File: config.mk
export PLATFORM = sky130hd
export DESIGN_NAME = mem_arbiter
export DESIGN_NICKNAME = d
export VERILOG_FILES = /design/src/rtl/mem_arbiter.sv
export SDC_FILE = /design/constraint.sdc
export NUM_CORES = 1
export LEC_CHECK = 0
export ABC_AREA = 1
export BUFFER_PORTS_ARGS = -buffer_cell sky130_fd_sc_hd__buf_2
export CAP_MARGIN = 25
export CORE_AREA = 10 10 162 164
export DETAILED_ROUTE_END_ITERATION = 10
export DIE_AREA = 0 0 172 174
export GPL_TIMING_DRIVEN = 0
export PLACE_DENSITY = 0.4
export SETUP_SLACK_MARGIN = 0.2
export SLEW_MARGIN = 5
export SYNTH_ARGS = -nofsm -noshare
export SYNTH_HDL_FRONTEND = slang
export SYNTH_SLANG_ARGS = --single-unit
File: constraint.sdc
create_clock -name CLK -period 5 [get_ports CLK]
set_input_delay 1.25 -clock CLK [delete_from_list [all_inputs] [get_ports CLK]]
set_output_delay 1.25 -clock CLK [all_outputs]
set_load 0.05 [all_outputs]
File: src/rtl/mem_arbiter.sv
// Two-core memory arbiter: class priority write > data read > instruction read,
// per-class round-robin between cores, and a starvation override for instruction fetches.
module mem_arbiter #(
   parameter int unsigned CPUS         = 2,
   parameter int unsigned STARVE_LIMIT = 4
) (
   input  logic                 CLK,
   input  logic                 nRST,
   input  logic [CPUS-1:0]      iREN,
   input  logic [CPUS*32-1:0]   iaddr,
   input  logic [CPUS-1:0]      dREN,
   input  logic [CPUS-1:0]      dWEN,
   input  logic [CPUS*32-1:0]   daddr,
   input  logic [CPUS*32-1:0]   dstore,
   output logic [CPUS-1:0]      iwait,
   output logic [CPUS-1:0]      dwait,
   output logic [CPUS*32-1:0]   iload,
   output logic [CPUS*32-1:0]   dload,
   output logic                 ramREN,
   output logic                 ramWEN,
   output logic [31:0]          ramaddr,
   output logic [31:0]          ramstore,
   input  logic [31:0]          ramload,
   input  logic [1:0]           ramstate
);

   // ramstate encoding: FREE=0, BUSY=1, ACCESS=2, ERROR=3
   localparam logic [1:0] RAM_ACCESS = 2'd2;
   localparam int unsigned CNT_W = $clog2(STARVE_LIMIT + 1);
   localparam logic [CNT_W-1:0] STARVE_MAX = CNT_W'(STARVE_LIMIT);

   typedef enum logic {StIdle, StServe} state_t;
   typedef enum logic [1:0] {ClsWrite, ClsRead, ClsInstr} cls_t;

   state_t           r_state, w_state_next;
   cls_t             r_cls, w_cls_next, w_win_cls;
   logic             r_core, w_core_next, w_win_core;
   logic [2:0]       r_ptr, w_ptr_next;   // one bit per class: core favoured on the next tie
   logic [CNT_W-1:0] r_starve, w_starve_next;

   logic [CPUS-1:0]  w_wr_req, w_rd_req, w_win_req;
   logic             w_win_ptr, w_any_req, w_starved, w_active, w_done;
   logic [31:0]      w_iaddr_g, w_daddr_g, w_dstore_g;

   // A core asserting both dREN and dWEN is treated as a write
   assign w_wr_req  = dWEN;
   assign w_rd_req  = dREN & ~dWEN;
   assign w_any_req = (|dWEN) | (|dREN) | (|iREN);
   assign w_starved = (r_starve == STARVE_MAX) && (iREN != '0);

   assign w_iaddr_g  = r_core ? iaddr[63:32]  : iaddr[31:0];
   assign w_daddr_g  = r_core ? daddr[63:32]  : daddr[31:0];
   assign w_dstore_g = r_core ? dstore[63:32] : dstore[31:0];

   // Winner selection, only consumed in StIdle
   always_comb begin
      w_win_cls = ClsInstr;
      w_win_req = iREN;
      w_win_ptr = r_ptr[2];
      if (!w_starved) begin
         if (|w_wr_req) begin
            w_win_cls = ClsWrite;
            w_win_req = w_wr_req;
            w_win_ptr = r_ptr[0];
         end else if (|w_rd_req) begin
            w_win_cls = ClsRead;
            w_win_req = w_rd_req;
            w_win_ptr = r_ptr[1];
         end
      end
      w_win_core = w_win_req[w_win_ptr] ? w_win_ptr : ~w_win_ptr;
   end

   always_comb begin
      unique case (r_cls)
         ClsWrite: w_active = dWEN[r_core];
         ClsRead:  w_active = dREN[r_core];
         default:  w_active = iREN[r_core];
      endcase
   end

   always_comb begin
      w_state_next = r_state;
      w_cls_next   = r_cls;
      w_core_next  = r_core;
      w_ptr_next   = r_ptr;
      w_done       = 1'b0;
      iwait        = '1;
      dwait        = '1;
      iload        = '0;
      dload        = '0;
      ramREN       = 1'b0;
      ramWEN       = 1'b0;
      ramaddr      = '0;
      ramstore     = '0;
      unique case (r_state)
         StIdle: begin
            if (w_any_req) begin
               w_state_next = StServe;
               w_cls_next   = w_win_cls;
               w_core_next  = w_win_core;
            end
         end
         StServe: begin
            // A withdrawn grant abandons the transfer without a completion pulse
            if (!w_active) begin
               w_state_next = StIdle;
            end else begin
               unique case (r_cls)
                  ClsWrite: begin
                     ramWEN   = 1'b1;
                     ramaddr  = w_daddr_g;
                     ramstore = w_dstore_g;
                  end
                  ClsRead: begin
                     ramREN  = 1'b1;
                     ramaddr = w_daddr_g;
                  end
                  default: begin
                     ramREN  = 1'b1;
                     ramaddr = w_iaddr_g;
                  end
               endcase
               if (ramstate == RAM_ACCESS) begin
                  w_done       = 1'b1;
                  w_state_next = StIdle;
                  unique case (r_cls)
                     ClsWrite: begin
                        dwait[r_core] = 1'b0;
                        w_ptr_next[0] = ~r_core;
                     end
                     ClsRead: begin
                        dwait[r_core] = 1'b0;
                        w_ptr_next[1] = ~r_core;
                        if (r_core) dload[63:32] = ramload;
                        else        dload[31:0]  = ramload;
                     end
                     default: begin
                        iwait[r_core] = 1'b0;
                        w_ptr_next[2] = ~r_core;
                        if (r_core) iload[63:32] = ramload;
                        else        iload[31:0]  = ramload;
                     end
                  endcase
               end
            end
         end
         default: w_state_next = StIdle;
      endcase
   end

   // Consecutive data completions while a fetch waits; saturates at the limit
   always_comb begin
      w_starve_next = r_starve;
      if (iREN == '0) begin
         w_starve_next = '0;
      end else if (w_done) begin
         if (r_cls == ClsInstr) begin
            w_starve_next = '0;
         end else if (r_starve != STARVE_MAX) begin
            w_starve_next = r_starve + 1'b1;
         end
      end
   end

   always_ff @(posedge CLK or negedge nRST) begin
      if (!nRST) begin
         r_state  <= StIdle;
         r_cls    <= ClsWrite;
         r_core   <= 1'b0;
         r_ptr    <= '0;
         r_starve <= '0;
      end else begin
         r_state  <= w_state_next;
         r_cls    <= w_cls_next;
         r_core   <= w_core_next;
         r_ptr    <= w_ptr_next;
         r_starve <= w_starve_next;
      end
   end

endmodule

---- After elaboration in Yosys (flattened, before gate mapping) ----
Index checks and enable logic that the tools add are counted.
W data, S select, Z words.
word-level totals
  bits in registers ....................... 10
  word-level logic and storage cells ...... 107
  output and inout bits ................... 198
  input port bits ......................... 234
operators by class
  $lt $le $gt $ge ......................... 3
  bitwise logic cells ..................... 9
  reduce and logical (&&, ||, !) cells .... 17
  add/subtract/negate cells ............... 1
  equality and inequality tests ........... 5
  muxes and demuxes ....................... 65
operators by type and width
  kind                   number
  $mux W64               8
  $mux W32               11
  $mux W2                14
  $mux W1                25
  $mux W3                4
  $reduce_and A4 Y1      3
  $reduce_or A2 Y1       5
  $eq A2 B2 Y1 const B   2
  $logic_not A2 Y1       2
  $lt A1 B2 Y1 const B   2
  $not A1 Y1             4
  $not A2 Y2             2
  $pmux W1 S2            2
  $reduce_and A2 Y1      2
  $reduce_bool A2 Y1     2
  $add A3 B1 Y3 const B  1
  $eq A3 B3 Y1 const B   1
  $ne A3 B3 Y1 const B   1
  $reduce_bool A3 Y1     1
  $and A2 B2 Y2          1
  $eq A2 B1 Y1 const B   1
  $logic_and A1 B1 Y1    2
  $or A1 B1 Y1           2
  $demux W1 S1           1
  $ge A1 B1 Y1 const B   1

---- Depth between registers and ports, before layout ----
  word-level depth ........................ 9
  gate-level depth with buffers ........... 11
  gate-level depth less buffers ........... 11

---- Worst setup path before layout ----
No wires, ideal clock.
  kind .................................... input to output
  from .................................... input port iREN[0]
  to ...................................... output port iload[36]
  stages .................................. 9
  arrival ................................. 2736 ps
  required time ........................... 3750 ps
  slack ................................... 1014 ps
  cells stage by stage .................... inv_1 nand3_1 nand3_2 nor2_4 nand2_4 nor2_8 nand2_4 buf_6 nor2_1
between the ends
  cells in the longest elaborated chain, start to end .. 5
RTL lines
  what                                        RTL line  source
  start, declared                             9         input logic [CPUS-1:0] iREN,
  $mux W1 (implied by the code) (2 in a row)  78        default: w_active = iREN[r_core];
  $pmux W1 S2                                 75        unique case (r_cls)
  $mux W64                                    106       if (!w_active) begin
  $mux W64                                    96        unique case (r_state)
  end, declared                               17        output logic [CPUS*32-1:0] iload,
Every way passes these cells. The select of a mux whose other input is x is not followed.

---- Worst setup path after layout ----
  from .................................... input port iREN[0]
  to ...................................... output port dload[18]
between the ends
  cells in the longest elaborated chain, start to end .. 5
RTL lines
  what                                        RTL line  source
  $mux W1 (implied by the code) (2 in a row)  78
  $pmux W1 S2                                 75
  $mux W64                                    106
  $mux W64                                    96
  end, declared                               18        output logic [CPUS*32-1:0] dload,
Every way passes these cells. The select of a mux whose other input is x is not followed.

==> summary by stage <==
Power
The power per standard cell area is 526.0 nW/um2. Summed over all cells, the static leakage comes to between 0.003 and 0.004 uW. The largest vdd supply drop is 0.2079 mV.

Die
The floorplan die height is 174 um. During I/O placement, the number of pins put on the boundary was 432. The die width is 172 um. Once the floorplan was initialized, standard cells occupied 12.48% of the core. The area of the die is 29930 um2. The standard-cell row count is 56. The core region is between 20000 and 25000 um2.

Layout
The area taken by multi-input logic gates is approximately 2100 um2. The finished cells cover 5495 um2. Relative to the synthesized area, the layout overhead comes to 90.38%. The share of post-route cells with drive strength above 1 is 50.56%. The sequential cell area is roughly 250 um2. The number of inserted diodes is 0.

In the layout the commonest cells are 446 x buf_2, 121 x nor2_1, 102 x nand2_1. The number of filler cells placed in the layout is about 2800. The post-layout net count is between 1000 and 1500.

The most common cell after layout, fill and taps aside is buf_2.

Critical path
On the critical path, the stage with the largest delay is an instance of buf_2. The launching element type of the critical path is a primary input. For flop-to-flop paths, the worst setup slack is 2.91 ns. The kind of end point of the critical path is a primary output. The largest fanout of any net on the critical path is 10. The worst setup path is of the in2out kind. At the worst endpoint, the required time is between 3 and 4 ns. The arrival time reported for the critical path endpoint is 2.76 ns. By instance count, the cell type seen most on the critical path is buf_2. The largest single stage delay on the critical path is 0.29 ns. Walking the worst path, the cells encountered are buf_2 -> inv_1 -> nand3_1 -> nand3_2 -> nor2_4 -> nand2_4 -> inv_4 -> nand3_4 -> buf_6 -> nor2_1 -> buf_2.

Placement
The placed wire-length estimate is 23050 um. The routability congestion estimate is slightly above 0.8. Buffers placed on the I/O ports in this run total approximately 430. Timing analysis after detailed placement gives a worst setup slack of 0.9490 ns. Summing all placed instances gives a cell area of 5406 um2.

STA
The number of failing hold endpoints at the final stage is 0. The total count of max-transition violations in the final report came to 0. The final critical-path share of the clock period is 80.26%. Setup slack closes at between 0.9 and 1 ns. Setup repair after global routing left no endpoint under its margin. The worst slew slack as a fraction of its limit is 37.52%. The final setup violation count is 0. For the pin with the worst max-slew slack, the measured transition is 0.9338 ns.

On the final layout, the worst clock skew is 0.0009178 ns. The worst path needs 4.013 ns of the cycle, external delays included. The post-route setup TNS is 0 ns.

Derived from the worst setup path, the maximum achievable clock frequency is around 250 MHz.

Synthesis
When the netlist entered floorplanning its net count stood at 780. The proportion of synthesized flip-flops having asynchronous set or reset is 100.0%. The largest total area in the synthesized netlist belongs to nor2_1. The mean area per synthesized cell is 5.306 um2. Summing the sequential cell areas from Yosys gives under 10% of the chip area. By area the synthesized netlist is led by nor2_1 16%, nand2_1 13%, nand3_1 13%, dfrtp_1 8.7%, a22oi_1 8.3%. The synthesized design contains 0 enable-type register cells. The most instantiated flip-flop cell in the synthesis netlist is dfrtp_1. Synthesis produced a netlist whose cell count is 544. The synthesized design contains 10 register bits. The count of distinct cell types in the synthesized netlist is 24. In this run the cell area of the synthesized design comes to 2887 um2.

The share of synthesized area in the top cell type comes to between 10% and 20%. The yosys synthesis warning count is 0.

Worst hold path
The path type of the worst min-delay path is reg2reg.

Clocking
The clock insertion delay at the later pin of the skew report is 0.24 ns. The CTS tree is yes. For this design, the CTS-stage hold fixing added 0 buffers. The H-tree depth is 1. The worst-case clock buffer depth is 2. Clock tree synthesis found a total of 10 sinks. In this run the clock root is driven by a clkbuf_16.

In this run, CTS created clock tree buffers numbering 3. The clock transition at the registers of the reported paths is about 0.04 ns. After clock tree synthesis, the repair step resized 0 gates. The buffer count from post-CTS setup fixing is 0.

GRT
The global routing usage summed across all routing layers is ~16%. The number of global-route vias before repair was roughly 5700. After global routing the overflow that remains totals 0. The first global-routing pass estimated about 37000 um of wire. The largest net degree at the start of global routing is 11.

The number of antenna violations at the first check in global routing is 0.

Detailed routing
Wires add up to between 20000 and 30000 um. The number of nets still failing antenna checks after routing is 0. The first-pass iteration count of the detailed router is 5. The average vias per placed instance is roughly 4.2. The DRC violations left is 0. The first routing iteration left about 240 violations. Across all layers, the routed design uses 5331 vias. The wire length per cell is 20.55 um.

Run status
The run finished with clean final reports.

Run
The tool flagged a number of max-cap violations equal to 0.
[worst paths after layout]
kind                                           start                 endpoint  cells past startpoint
worst max-delay path                         iREN[0]                dload[18]                     11
worst min-delay path            r_ptr[1]$_DFFE_PN0P_     r_ptr[1]$_DFFE_PN0P_                      2
worst max register to register    r_core$_DFFE_PN0P_     r_ptr[0]$_DFFE_PN0P_                      5
worst min register to register  r_ptr[1]$_DFFE_PN0P_     r_ptr[1]$_DFFE_PN0P_                      2
max in group asynchronous                       nRST  r_starve[0]$_DFFE_PN0P_                      1
min in group asynchronous                       nRST  r_starve[2]$_DFFE_PN0P_                      1
[power breakdown]
part           internal, uW  switching [uW]
Combinational           590            1980
Clock                   121            42.8
Sequential              121            30.3
Total                   832            2060
[synthesized netlist by cell type (2+ instances only)]
cell type / n
a22oi_1: 32
clkbuf_1: 18
buf_6: 13
nor2_2: 18
o21ai_0: 7
nor2_1: 121
inv_4: 2
nand3_1: 74
nor2_4: 2
a21oi_1: 35
nand2_4: 3
ha_1: 2
nand2_1: 102
inv_1: 48
buf_2: 15
dfrtp_1: 10
inv_2: 2
a31oi_1: 33
nand3_4: 2
[cells by family (layout without fill, tap and decap cells)]
group                    count (synthesis)  count (layout)  synth area share (%)
XOR/XNOR                                 1               1                0.3035
adder cells (fa/ha/maj)                  2               2                0.8668
buffers and inverters                   99             534                 17.21
AO/OA/AOI/OAI                          108             108                 23.02
AND/OR/NAND/NOR                        324             324                 49.94
flip-flops                              10              10                 8.669
[stage by stage]
step / instances / total power (uW) / hold WS, ns / util (%)
3_3_place_gp: 1265 / 2779 / 0.4597 / 23.38
5_1_grt: 1269 / 3089 / 0.4837 / 23.77
6_report: 1269 / 2890 / 0.4707 / 23.77
2_1_floorplan: 544 / 1956 / 0.4412 / -
4_1_cts: 1269 / 2938 / 0.4745 / 23.77
3_5_place_dp: 1265 / 2766 / 0.4649 / 23.38
[layout make-up]
type	count	share of cell area, %
Multi-Input combinational cell	435	38.93
Buffer	47	5.396
Sequential cell	10	4.554
Tap cell	290	6.603
Inverter	52	3.643
Clock buffer	4	1.617
Timing Repair Buffer	431	39.25
[critical path, delay by kind of cell]
kind                   cells  cell delay (ns)
buffers and inverters      5             0.79
and+or+nand+nor            6             0.70
[state kept, by name (all words and copies together), names as in the netlist]
name,cells
r_cls,2
r_core,1
r_ptr,3
r_starve,3
r_state,1
[metal layers]
layer | share of wire, % | vias up | global-route usage, %
li1 | - | 2664 | -
met1 | 36 | 2341 | 16.90
met2 | 51 | 311 | 29.88
met3 | 12 | 15 | 5.007
met4 | 1.2 | 0 | 2.515
met5 | 0 | - | 0
(Power assumes the default switching activity.)
